<file path="src/rtl/alu_pkg.sv">
// Shared ALU definitions: operation codes, instruction opcodes, FSM states.
// Latency: n/a (types and constants only).
// Backpressure: n/a.
package alu_pkg;

    // Major opcodes recognised by the decoder
    localparam logic [6:0] OPC_RTYPE  = 7'b0110011;
    localparam logic [6:0] OPC_ITYPE  = 7'b0010011;
    localparam logic [6:0] OPC_LOAD   = 7'b0000011;
    localparam logic [6:0] OPC_STORE  = 7'b0100011;
    localparam logic [6:0] OPC_LUI    = 7'b0110111;
    localparam logic [6:0] OPC_BRANCH = 7'b1100011;

    // funct7 values that select the base / alternate R-type operation
    localparam logic [6:0] F7_BASE = 7'b0000000;
    localparam logic [6:0] F7_ALT  = 7'b0100000;

    typedef enum logic [3:0] {
        ALU_ADD   = 4'b0000,
        ALU_SUB   = 4'b0001,
        ALU_AND   = 4'b0010,
        ALU_OR    = 4'b0011,
        ALU_XOR   = 4'b0100,
        ALU_SLL   = 4'b0101,
        ALU_SRL   = 4'b0110,
        ALU_SRA   = 4'b0111,
        ALU_SLT   = 4'b1000,
        ALU_SLTU  = 4'b1001,
        ALU_PASSB = 4'b1010
    } alu_ctrl_e;

    typedef enum logic [1:0] {
        ST_IDLE = 2'b00,
        ST_BUSY = 2'b01,
        ST_HOLD = 2'b10
    } state_e;

    function automatic logic is_shift_op(input logic [3:0] ctrl);
        return (ctrl == ALU_SLL) || (ctrl == ALU_SRL) || (ctrl == ALU_SRA);
    endfunction

endpackage

</file>
<file path="src/rtl/alu_decode.sv">
// Combinational decode of opcode/funct3/funct7 into ALU op, illegal flag and branch outcome.
// Latency: 0 cycles (pure combinational).
// Backpressure: none; consumer samples outputs on its own handshake.
// Ports: opcode/funct3/funct7 instruction fields, op_a/op_b operands for branch compare;
//        alu_ctrl decoded op (0000 when illegal), illegal, branch_taken, is_shift.
module alu_decode
    import alu_pkg::*;
#(
    parameter int XLEN = 32
) (
    input  logic [6:0]      opcode,
    input  logic [2:0]      funct3,
    input  logic [6:0]      funct7,
    input  logic [XLEN-1:0] op_a,
    input  logic [XLEN-1:0] op_b,
    output logic [3:0]      alu_ctrl,
    output logic            illegal,
    output logic            branch_taken,
    output logic            is_shift
);

    logic [3:0] ctrl_raw;
    logic       bad;
    logic       cond;
    logic       f7_base;
    logic       f7_alt;
    logic       cmp_eq;
    logic       cmp_lt;
    logic       cmp_ltu;

    assign f7_base = (funct7 == F7_BASE);
    assign f7_alt  = (funct7 == F7_ALT);
    assign cmp_eq  = (op_a == op_b);
    assign cmp_lt  = ($signed(op_a) < $signed(op_b));
    assign cmp_ltu = (op_a < op_b);

    always_comb begin
        ctrl_raw = ALU_ADD;
        bad      = 1'b0;
        cond     = 1'b0;
        case (opcode)
            OPC_RTYPE, OPC_ITYPE: begin
                case (funct3)
                    3'b000: begin
                        ctrl_raw = f7_alt ? ALU_SUB : ALU_ADD;
                        bad      = !(f7_base || f7_alt);
                    end
                    3'b001: begin ctrl_raw = ALU_SLL;  bad = !f7_base; end
                    3'b010: begin ctrl_raw = ALU_SLT;  bad = !f7_base; end
                    3'b011: begin ctrl_raw = ALU_SLTU; bad = !f7_base; end
                    3'b100: begin ctrl_raw = ALU_XOR;  bad = !f7_base; end
                    3'b101: begin
                        ctrl_raw = f7_alt ? ALU_SRA : ALU_SRL;
                        bad      = !(f7_base || f7_alt);
                    end
                    3'b110: begin ctrl_raw = ALU_OR;   bad = !f7_base; end
                    default: begin ctrl_raw = ALU_AND; bad = !f7_base; end
                endcase
                // Immediate forms: funct7 carries immediate bits for ADDI,
                // and only bit 5 picks the shift flavour for SRLI/SRAI.
                if (opcode == OPC_ITYPE) begin
                    if (funct3 == 3'b000) begin
                        ctrl_raw = ALU_ADD;
                        bad      = 1'b0;
                    end else if (funct3 == 3'b101) begin
                        ctrl_raw = funct7[5] ? ALU_SRA : ALU_SRL;
                        bad      = 1'b0;
                    end
                end
            end
            OPC_LOAD, OPC_STORE: ctrl_raw = ALU_ADD;
            OPC_LUI:             ctrl_raw = ALU_PASSB;
            OPC_BRANCH: begin
                ctrl_raw = ALU_SUB;
                case (funct3)
                    3'b000:  cond = cmp_eq;
                    3'b001:  cond = !cmp_eq;
                    3'b100:  cond = cmp_lt;
                    3'b101:  cond = !cmp_lt;
                    3'b110:  cond = cmp_ltu;
                    3'b111:  cond = !cmp_ltu;
                    default: bad  = 1'b1;
                endcase
            end
            default: bad = 1'b1;
        endcase
    end

    // An unsupported encoding collapses to a harmless all-zero operation
    assign illegal      = bad;
    assign alu_ctrl     = bad ? ALU_ADD : ctrl_raw;
    assign branch_taken = !bad && cond;
    assign is_shift     = !bad && is_shift_op(ctrl_raw);

endmodule

</file>
<file path="src/rtl/alu_exec_unit.sv">
// Integer ALU execute stage with registered outputs and optional bit-serial shifter.
// Latency: 1 cycle; serial shifts take 1+shamt cycles.
// Backpressure: result held in HOLD until out_ready; a new request is taken in the same cycle it drains.
// Ports: clk/rst (sync, active-high); in_valid/in_ready request; opcode/funct3/funct7/op_a/op_b;
//        out_valid/out_ready result; result, branch_taken, alu_ctrl, illegal (all registered).
module alu_exec_unit
    import alu_pkg::*;
#(
    parameter int XLEN         = 32,
    parameter int SERIAL_SHIFT = 1
) (
    input  logic            clk,
    input  logic            rst,
    input  logic            in_valid,
    output logic            in_ready,
    input  logic [6:0]      opcode,
    input  logic [2:0]      funct3,
    input  logic [6:0]      funct7,
    input  logic [XLEN-1:0] op_a,
    input  logic [XLEN-1:0] op_b,
    output logic            out_valid,
    input  logic            out_ready,
    output logic [XLEN-1:0] result,
    output logic            branch_taken,
    output logic [3:0]      alu_ctrl,
    output logic            illegal
);

    localparam int SHW = $clog2(XLEN);

    state_e          state;
    state_e          state_nxt;
    logic [SHW-1:0]  shamt;
    logic [SHW-1:0]  shcnt;
    logic [3:0]      dec_ctrl;
    logic            dec_illegal;
    logic            dec_branch;
    logic            dec_is_shift;
    logic            accept;
    logic            serial_start;
    logic [XLEN-1:0] alu_out;

    alu_decode #(
        .XLEN (XLEN)
    ) u_decode (
        .opcode       (opcode),
        .funct3       (funct3),
        .funct7       (funct7),
        .op_a         (op_a),
        .op_b         (op_b),
        .alu_ctrl     (dec_ctrl),
        .illegal      (dec_illegal),
        .branch_taken (dec_branch),
        .is_shift     (dec_is_shift)
    );

    assign shamt  = op_b[SHW-1:0];
    assign accept = in_valid && in_ready;
    // A zero-distance shift has nothing to iterate, so it completes like any other op
    assign serial_start = (SERIAL_SHIFT != 0) && dec_is_shift && (shamt != '0);

    always_comb begin
        alu_out = '0;
        case (dec_ctrl)
            ALU_ADD:   alu_out = op_a + op_b;
            ALU_SUB:   alu_out = op_a - op_b;
            ALU_AND:   alu_out = op_a & op_b;
            ALU_OR:    alu_out = op_a | op_b;
            ALU_XOR:   alu_out = op_a ^ op_b;
            ALU_SLL:   alu_out = op_a << shamt;
            ALU_SRL:   alu_out = op_a >> shamt;
            ALU_SRA:   alu_out = $signed(op_a) >>> shamt;
            ALU_SLT:   alu_out = {{(XLEN-1){1'b0}}, ($signed(op_a) < $signed(op_b))};
            ALU_SLTU:  alu_out = {{(XLEN-1){1'b0}}, (op_a < op_b)};
            ALU_PASSB: alu_out = op_b;
            default:   alu_out = '0;
        endcase
        if (dec_illegal) begin
            alu_out = '0;
        end
    end

    // FSM: state register
    always_ff @(posedge clk) begin
        if (rst) begin
            state <= ST_IDLE;
        end else begin
            state <= state_nxt;
        end
    end

    // FSM: next state
    always_comb begin
        state_nxt = state;
        case (state)
            ST_IDLE: begin
                if (accept) begin
                    state_nxt = serial_start ? ST_BUSY : ST_HOLD;
                end
            end
            ST_BUSY: begin
                if (shcnt == SHW'(1)) begin
                    state_nxt = ST_HOLD;
                end
            end
            ST_HOLD: begin
                if (accept) begin
                    state_nxt = serial_start ? ST_BUSY : ST_HOLD;
                end else if (out_ready) begin
                    state_nxt = ST_IDLE;
                end
            end
            default: state_nxt = ST_IDLE;
        endcase
    end

    // FSM: outputs
    always_comb begin
        out_valid = (state == ST_HOLD);
        in_ready  = (state == ST_IDLE) || ((state == ST_HOLD) && out_ready);
    end

    // Datapath: result doubles as the shift accumulator while BUSY
    always_ff @(posedge clk) begin
        if (rst) begin
            result       <= '0;
            branch_taken <= 1'b0;
            alu_ctrl     <= 4'b0000;
            illegal      <= 1'b0;
            shcnt        <= '0;
        end else if (accept) begin
            alu_ctrl     <= dec_ctrl;
            illegal      <= dec_illegal;
            branch_taken <= dec_branch;
            if (serial_start) begin
                result <= op_a;
                shcnt  <= shamt;
            end else begin
                result <= alu_out;
                shcnt  <= '0;
            end
        end else if (state == ST_BUSY) begin
            shcnt <= shcnt - SHW'(1);
            case (alu_ctrl)
                ALU_SLL: result <= result << 1;
                ALU_SRL: result <= result >> 1;
                default: result <= {result[XLEN-1], result[XLEN-1:1]};
            endcase
        end
    end

endmodule

</file>
<file path="config.mk">
export PLATFORM = sky130hd
export DESIGN_NAME = alu_exec_unit
export DESIGN_NICKNAME = d
export VERILOG_FILES = /design/src/rtl/alu_pkg.sv /design/src/rtl/alu_decode.sv /design/src/rtl/alu_exec_unit.sv
export SDC_FILE = /design/constraint.sdc
export NUM_CORES = 1
export LEC_CHECK = 0
export CORE_ASPECT_RATIO = 1.1
export CORE_MARGIN = 2
export CORE_UTILIZATION = 31
export DETAILED_ROUTE_END_ITERATION = 6
export GPL_TIMING_DRIVEN = 0
export HOLD_SLACK_MARGIN = 0.12
export MAX_ROUTING_LAYER = met4
export PLACE_DENSITY = 0.49
export SLEW_MARGIN = 5
export SYNTH_ARGS = -nofsm -noshare
export SYNTH_HDL_FRONTEND = slang
export SYNTH_SLANG_ARGS = --single-unit
</file>
<file path="constraint.sdc">
create_clock -name clk -period 5.3 [get_ports clk]
set_input_delay 0.53 -clock clk [delete_from_list [all_inputs] [get_ports clk]]
set_output_delay 0.53 -clock clk [all_outputs]
set_load 0.005 [all_outputs]
</file>
Yosys cells after proc, flatten, opt, wreduce, memory -nomap -nowiden. Cells that the tools add are included.

$add $sub $neg: 3. Magnitude comparators: 2. Equality and inequality tests: 36. Shifts and indexed selects: 3. Mux-type cells: 32. Bitwise operators: 3. Reduce and logical (&&, ||, !) cells: 28.

Operators with widths (number): $pmux 32 s11 (1); $mux 32 (4); $lt 32x32->1 (2); $pmux 32 s2 (1); $eq 4x3->1 const B (9); $add 32x32->32 (1); $and 32x32->32 (1); $eq 32x32->1 (1); $or 32x32->32 (1); $shl 32x5->32 (1); $shr 32x5->32 (1); $sshr 32x5->32 (1); $sub 32x32->32 (1); $xor 32x32->32 (1); $eq 7x6->1 const B (4); $pmux 4 s7 (1); $mux 4 (4); $mux 5 (3); $eq 3x3->1 const B (4); $eq 4x4->1 const B (3); $pmux 4 s3 (1); $mux 2 (5); $mux 1 (9); $eq 4x2->1 const B (2); 30 further kinds (45).

Register bits after elaboration: 45. Input port bits: 85. Output and inout bits: 40. Word-level logic and storage cells: 114.

Depth between registers and ports, before layout.
Depth after elaboration: 15. Gate-level depth with buffers: 15. Depth with buffers taken out: 12.

Modules after synthesis. A second synthesis with hierarchy kept.

Cells, all modules: 1829. Area, all modules: 13070.0 µm².

Modules (own cells, without submodules): alu_exec_unit (instances 1, cells an instance 1667, area each 11961.5 µm², seq. area each 900.9 µm²); alu_decode (instances 1, cells an instance 162, area each 1108.6 µm², seq. area each 0.0 µm²).

Least setup slack after synthesis. OpenSTA, ideal clock, no wires.

Path type: input to register. Start: in op_b[2]. End: reg result[23]. Arrival: 3988 ps. Required time: 5185 ps. Setup slack: 1197 ps. Stages: 15. Buffers on the path: 4. Cell sequence: clkbuf_1 -> inv_2 -> buf_1 -> clkbuf_1 -> ha_1 -> buf_2 -> o211ai_1 -> o21ai_0 -> o211a_1 -> o31a_1 -> o21ai_0 -> o21bai_1 -> xor2_1 -> a221o_1 -> o21a_1.

Longest elaborated chain between the ends: 5. Elaborated cells on any way between the ends: 11. Classes of those cells: add/sub: 2; shift: 3; mux: 4; reduce/logical: 2.

Ends and longest elaborated chain: from (decl) (line alu_exec_unit.sv:20) `input logic [XLEN-1:0] op_b,`; $sub 32x32->32 (tied with other cells) (line alu_exec_unit.sv:66) `ALU_SUB: alu_out = op_a - op_b;`; $pmux 32 s11 (line alu_exec_unit.sv:64) `case (dec_ctrl)`; $mux 32 (line alu_exec_unit.sv:78) `if (dec_illegal) begin`; $mux 32 * (line alu_exec_unit.sv:135) `if (serial_start) begin`; $mux 32 * (line alu_exec_unit.sv:131) `end else if (accept) begin`; to (signal assigned) (line alu_exec_unit.sv:136) `result <= op_a;`; to (signal assigned) (line alu_exec_unit.sv:139) `result <= alu_out;`; to (signal assigned) (line alu_exec_unit.sv:145) `ALU_SLL: result <= result << 1;`; to (decl) (line alu_exec_unit.sv:23) `output logic [XLEN-1:0] result,`.

Mark *: on every way between the ends. The rest lies on a longest branch, timed or not. A chain may end at the register's enable or synchronous reset.

Final worst setup path.
Start: in op_a[11]. End: reg result[26].

Longest elaborated chain between the ends: 5. Elaborated cells on any way between the ends: 9. Classes of those cells: add/sub: 2; shift: 3; mux: 4.

Ends and longest elaborated chain: from (decl) (line alu_exec_unit.sv:19) `input logic [XLEN-1:0] op_a,`; $sub 32x32->32 (tied with other cells) (line alu_exec_unit.sv:66); $pmux 32 s11 * (line alu_exec_unit.sv:64); $mux 32 * (line alu_exec_unit.sv:78); $mux 32 * (line alu_exec_unit.sv:135); $mux 32 * (line alu_exec_unit.sv:131).

Marked as above.

==> flow_metrics.env <==
export IMPL_m1WireLength_um=31700
export IMPL_dieArea_sq_um=40100
export IMPL_drive_above_1_share_pct=9.74
export IMPL_clk_pin_slew_worst_paths_ns=0.06
export IMPL_place_gp_congestion=1.09
export IMPL_min_period_over_period_pct=97.9
export IMPL_via_per_inst=6.67
export IMPL_postCtsHoldBufs=0
export IMPL_reg2regPathDepth=7
export IMPL_drc_errors=0
export IMPL_seqPwrFrac_pct=18.3
export IMPL_yosysUniqueCellTypes=98
export IMPL_postSynthCellCount=1689
export IMPL_synth_area_per_cell_sq_um=7.07
export IMPL_yosysWarnings=0
export IMPL_fin_cells=2318
export IMPL_first_global_vias=14700
export IMPL_period_needed_ns=5.19
export IMPL_peakVddDrop_mv=0.212
export IMPL_ys_seq_elements=45
export IMPL_io_pins=125
export IMPL_slew_viol_final=0
export IMPL_grt_pass1_wl_um=111000
export IMPL_routed_top_layer="met4"
export IMPL_drtIter0Drc=1888
export IMPL_clock_skew_ns=0.00766
export IMPL_power_leakage_nw=5.47
export IMPL_placedCellCount=2311
export IMPL_rows=75
export IMPL_track_usage_pct=39.8
export IMPL_p_int_w=0.00105
export IMPL_syn_area_sq_um=11900
export IMPL_setup_violations_final=0
export IMPL_io_buffers=120
export IMPL_clockBufferDepth=2
export IMPL_utilization_pct=36.8
export IMPL_synth_top_area_share_pct=10.4
export IMPL_crit_fanout=10
export IMPL_wl_met3_um=8140
export IMPL_wl_met2_um=34500
export IMPL_synth_flop_cell="dfxtp_1"
export IMPL_cap_violations=0
export IMPL_wirelength_um=79000
export IMPL_start_kind="input port"
export IMPL_initial_core_util_pct=31.4
export IMPL_post_cts_buffers=0
export IMPL_clk_latency_ns=0.31
export IMPL_syn_nets=1875
export IMPL_ys_async_sr_fraction_pct=0
export IMPL_status="complete, no violations"
export IMPL_holdPathStages=2
export IMPL_via_count=15500
export IMPL_dp_hpwl_um=63000
export IMPL_p_per_area_nw_per_um2=149
export IMPL_gr_total_overflow=0
export IMPL_hold_viol=0
export IMPL_hold_path_class="flip-flop to flip-flop"
export IMPL_swShare_pct=49.7
export IMPL_cts_tree="yes"
export IMPL_crit_arrival_ns=5.34
export IMPL_synth_edf_count=0
export IMPL_clock_sinks=45
export IMPL_numCtsBuffers=5
export IMPL_wl_per_cell_um=34.1
export IMPL_end_kind="flip-flop"
export IMPL_die_w_um=191
export IMPL_fin_nets=2002
export IMPL_drtPass1Iterations=6
export IMPL_die_h_um=210
export IMPL_rsz0062_at_grt="false"
export IMPL_critPathRequiredTime_ns=5.45
export IMPL_worstMarginPinSlew_ns=1.29
export IMPL_crit_type="input port to flip-flop"
export IMPL_relSlewSlack_pct=12.7
export IMPL_switching_power_w=0.00104
export IMPL_pwr_share_comb_pct=63.6
export IMPL_synth_seq_area_share_pct=7.54
export IMPL_yosys_area_top_type="ha_1"
export IMPL_drtAntennaViolNets=0
export IMPL_antenna_found_initial=0
export IMPL_root_buffer="clkbuf_16"
export IMPL_grt_max_degree=20
export IMPL_synth_area_top_cells="ha_1 (10%), mux4_2 (10%), dfxtp_1 (7.5%)"
export IMPL_htree_levels=2
export IMPL_syn_to_final_growth_pct=17.4
export IMPL_clock_power_share_pct=18.1
export IMPL_fmax_mhz=193
export IMPL_core_area_sq_um=38100
worst max-delay path, stage by stage:
cell	delay (ns)
clkdlybuf4s50_1	0.52
clkbuf_1	0.84
inv_1	0.11
ha_1	0.36
clkbuf_1	0.32
nor2_1	0.20
nand3_1	0.24
a21oi_1	0.54
o31ai_1	0.25
a21o_1	0.31
o31a_1	0.29
a221o_1	0.29
a211oi_1	0.44
nor4_1	0.11
worst paths after layout:
path / slack, ns / from / endpoint
setup / recovery: 0.11 / op_a[11] / result[26]$_SDFFE_PP0P_
hold / removal: 0.46 / branch_taken$_SDFFE_PP0P_ / branch_taken$_SDFFE_PP0P_
setup reg to reg: 2.27 / alu_ctrl[2]$_SDFFE_PP0P_ / result[14]$_SDFFE_PP0P_
hold reg to reg: 0.46 / branch_taken$_SDFFE_PP0P_ / branch_taken$_SDFFE_PP0P_
logic make-up after synthesis:
group	Yosys count	share of synthesized area, %
compound gates	589	33.9
buf+inv	244	8.51
simple gates	578	22.5
xor+xnor	18	1.38
fa+ha+maj	101	10.7
flops	45	7.54
mux	114	15.4
registers in the layout (all words and copies together) (netlist names):
name and cells:
result 32, shcnt 5, alu_ctrl 4, state 2, branch_taken 1, illegal 1
per-stage QoR:
| step | worst slack, ns | total power, W | setup TNS (ns) | hold slack (ns) | area, sq um |
|---|---|---|---|---|---|
| floorplan | 1.20 | 0.00111 | 0 | 0.448 | 11900 |
| global placement | -1.77 | 0.00166 | -28.46 | 0.451 | 13800 |
| detailed placement | -1.66 | 0.00165 | -25.82 | 0.457 | 13800 |
| CTS | 0.00337 | 0.00203 | 0 | 0.468 | 14000 |
| global route | 0.00719 | 0.00216 | 0 | 0.486 | 14000 |
| finish | 0.111 | 0.00209 | 0 | 0.462 | 14000 |
repair_timing:
item                                    4_1_cts  5_1_grt
resized for setup                            14        5
hold endpoints to repair                      0        0
endpoints found under the setup margin       27       15
gates cloned                                  0        1
power groups by stage:
stage | Combinational [W] | Clock [W] | Sequential [W]
after floorplan | 0.000728 | 0 | 0.000383
after global placement | 0.00127 | 0 | 0.000389
after detailed placement | 0.00126 | 0 | 0.000389
after CTS | 0.00127 | 0.000378 | 0.000381
after global routing | 0.00139 | 0.000389 | 0.000384
final | 0.00133 | 0.000378 | 0.000382
layout by cell type (no fill, tap or decap), types with 9 or more instances in the layout:
master / n
a211oi_1: 34
nor4_1: 14
dfxtp_1: 45
o31ai_1: 14
mux2i_1: 46
o211ai_1: 19
ha_1: 99
a22oi_1: 13
clkdlybuf4s50_1: 120
or3_1: 16
o221ai_1: 11
nand4_1: 9
o21bai_1: 17
inv_1: 96
nor2b_1: 18
a21oi_1: 134
mux2_2: 13
nor2_1: 213
clkbuf_1: 79
a221oi_1: 26
a21o_1: 21
a221o_1: 9
nand2_1: 155
buf_1: 10
buf_2: 38
xnor2_1: 11
o22ai_1: 20
o21ai_0: 79
nand3_1: 31
a31oi_1: 59
nor3_1: 56
nand2b_1: 9
mux4_2: 55
a211o_1: 12
o21ai_1: 14
and3_1: 13
area by class of cell:
| cell class | count | area [sq um] |
|---|---|---|
| fillers | 4205 | 24100 |
| multi-input cells | 1400 | 10100 |
| repair buffers | 122 | 1220 |
| flip-flops and latches | 45 | 901 |
| plain buffers | 141 | 634 |
| well taps | 500 | 626 |
| inverters | 100 | 382 |
| clock buffers | 6 | 129 |
| clock inverters | 2 | 38.8 |
| repair inverters | 1 | 5.00 |
| diodes | 1 | 2.50 |
synth_stat cells (10+ instances only):
cell       instances
a2111oi_0         10
nor4_1            14
and3_1            13
o41ai_1           10
buf_2             38
nor2_1           213
inv_1             96
a31oi_1           60
nor2b_1           18
dfxtp_1           45
buf_1             11
mux2_2            13
a211o_1           12
o21ai_0           83
a21oi_1          134
a22oi_1           13
nand3_1           31
clkbuf_1          84
mux2i_1           46
o22ai_1           20
nor3_1            57
o211ai_1          19
mux4_2            55
nand2_1          155
a21o_1            21
a221oi_1          26
ha_1              99
a211oi_1          34
o21ai_1           10
xnor2_1           11
o221ai_1          11
o31ai_1           14
o21bai_1          17
or3_1             16
layer usage:
| layer | vias up | global-route usage (%) |
|---|---|---|
| li1 | 6618 | - |
| met1 | 7567 | 50.8 |
| met2 | 1081 | 60.4 |
| met3 | 188 | 7.79 |
| met4 | 0 | 18.8 |
| met5 | - | - |
Note: power is estimated with default switching activity, not from simulation.
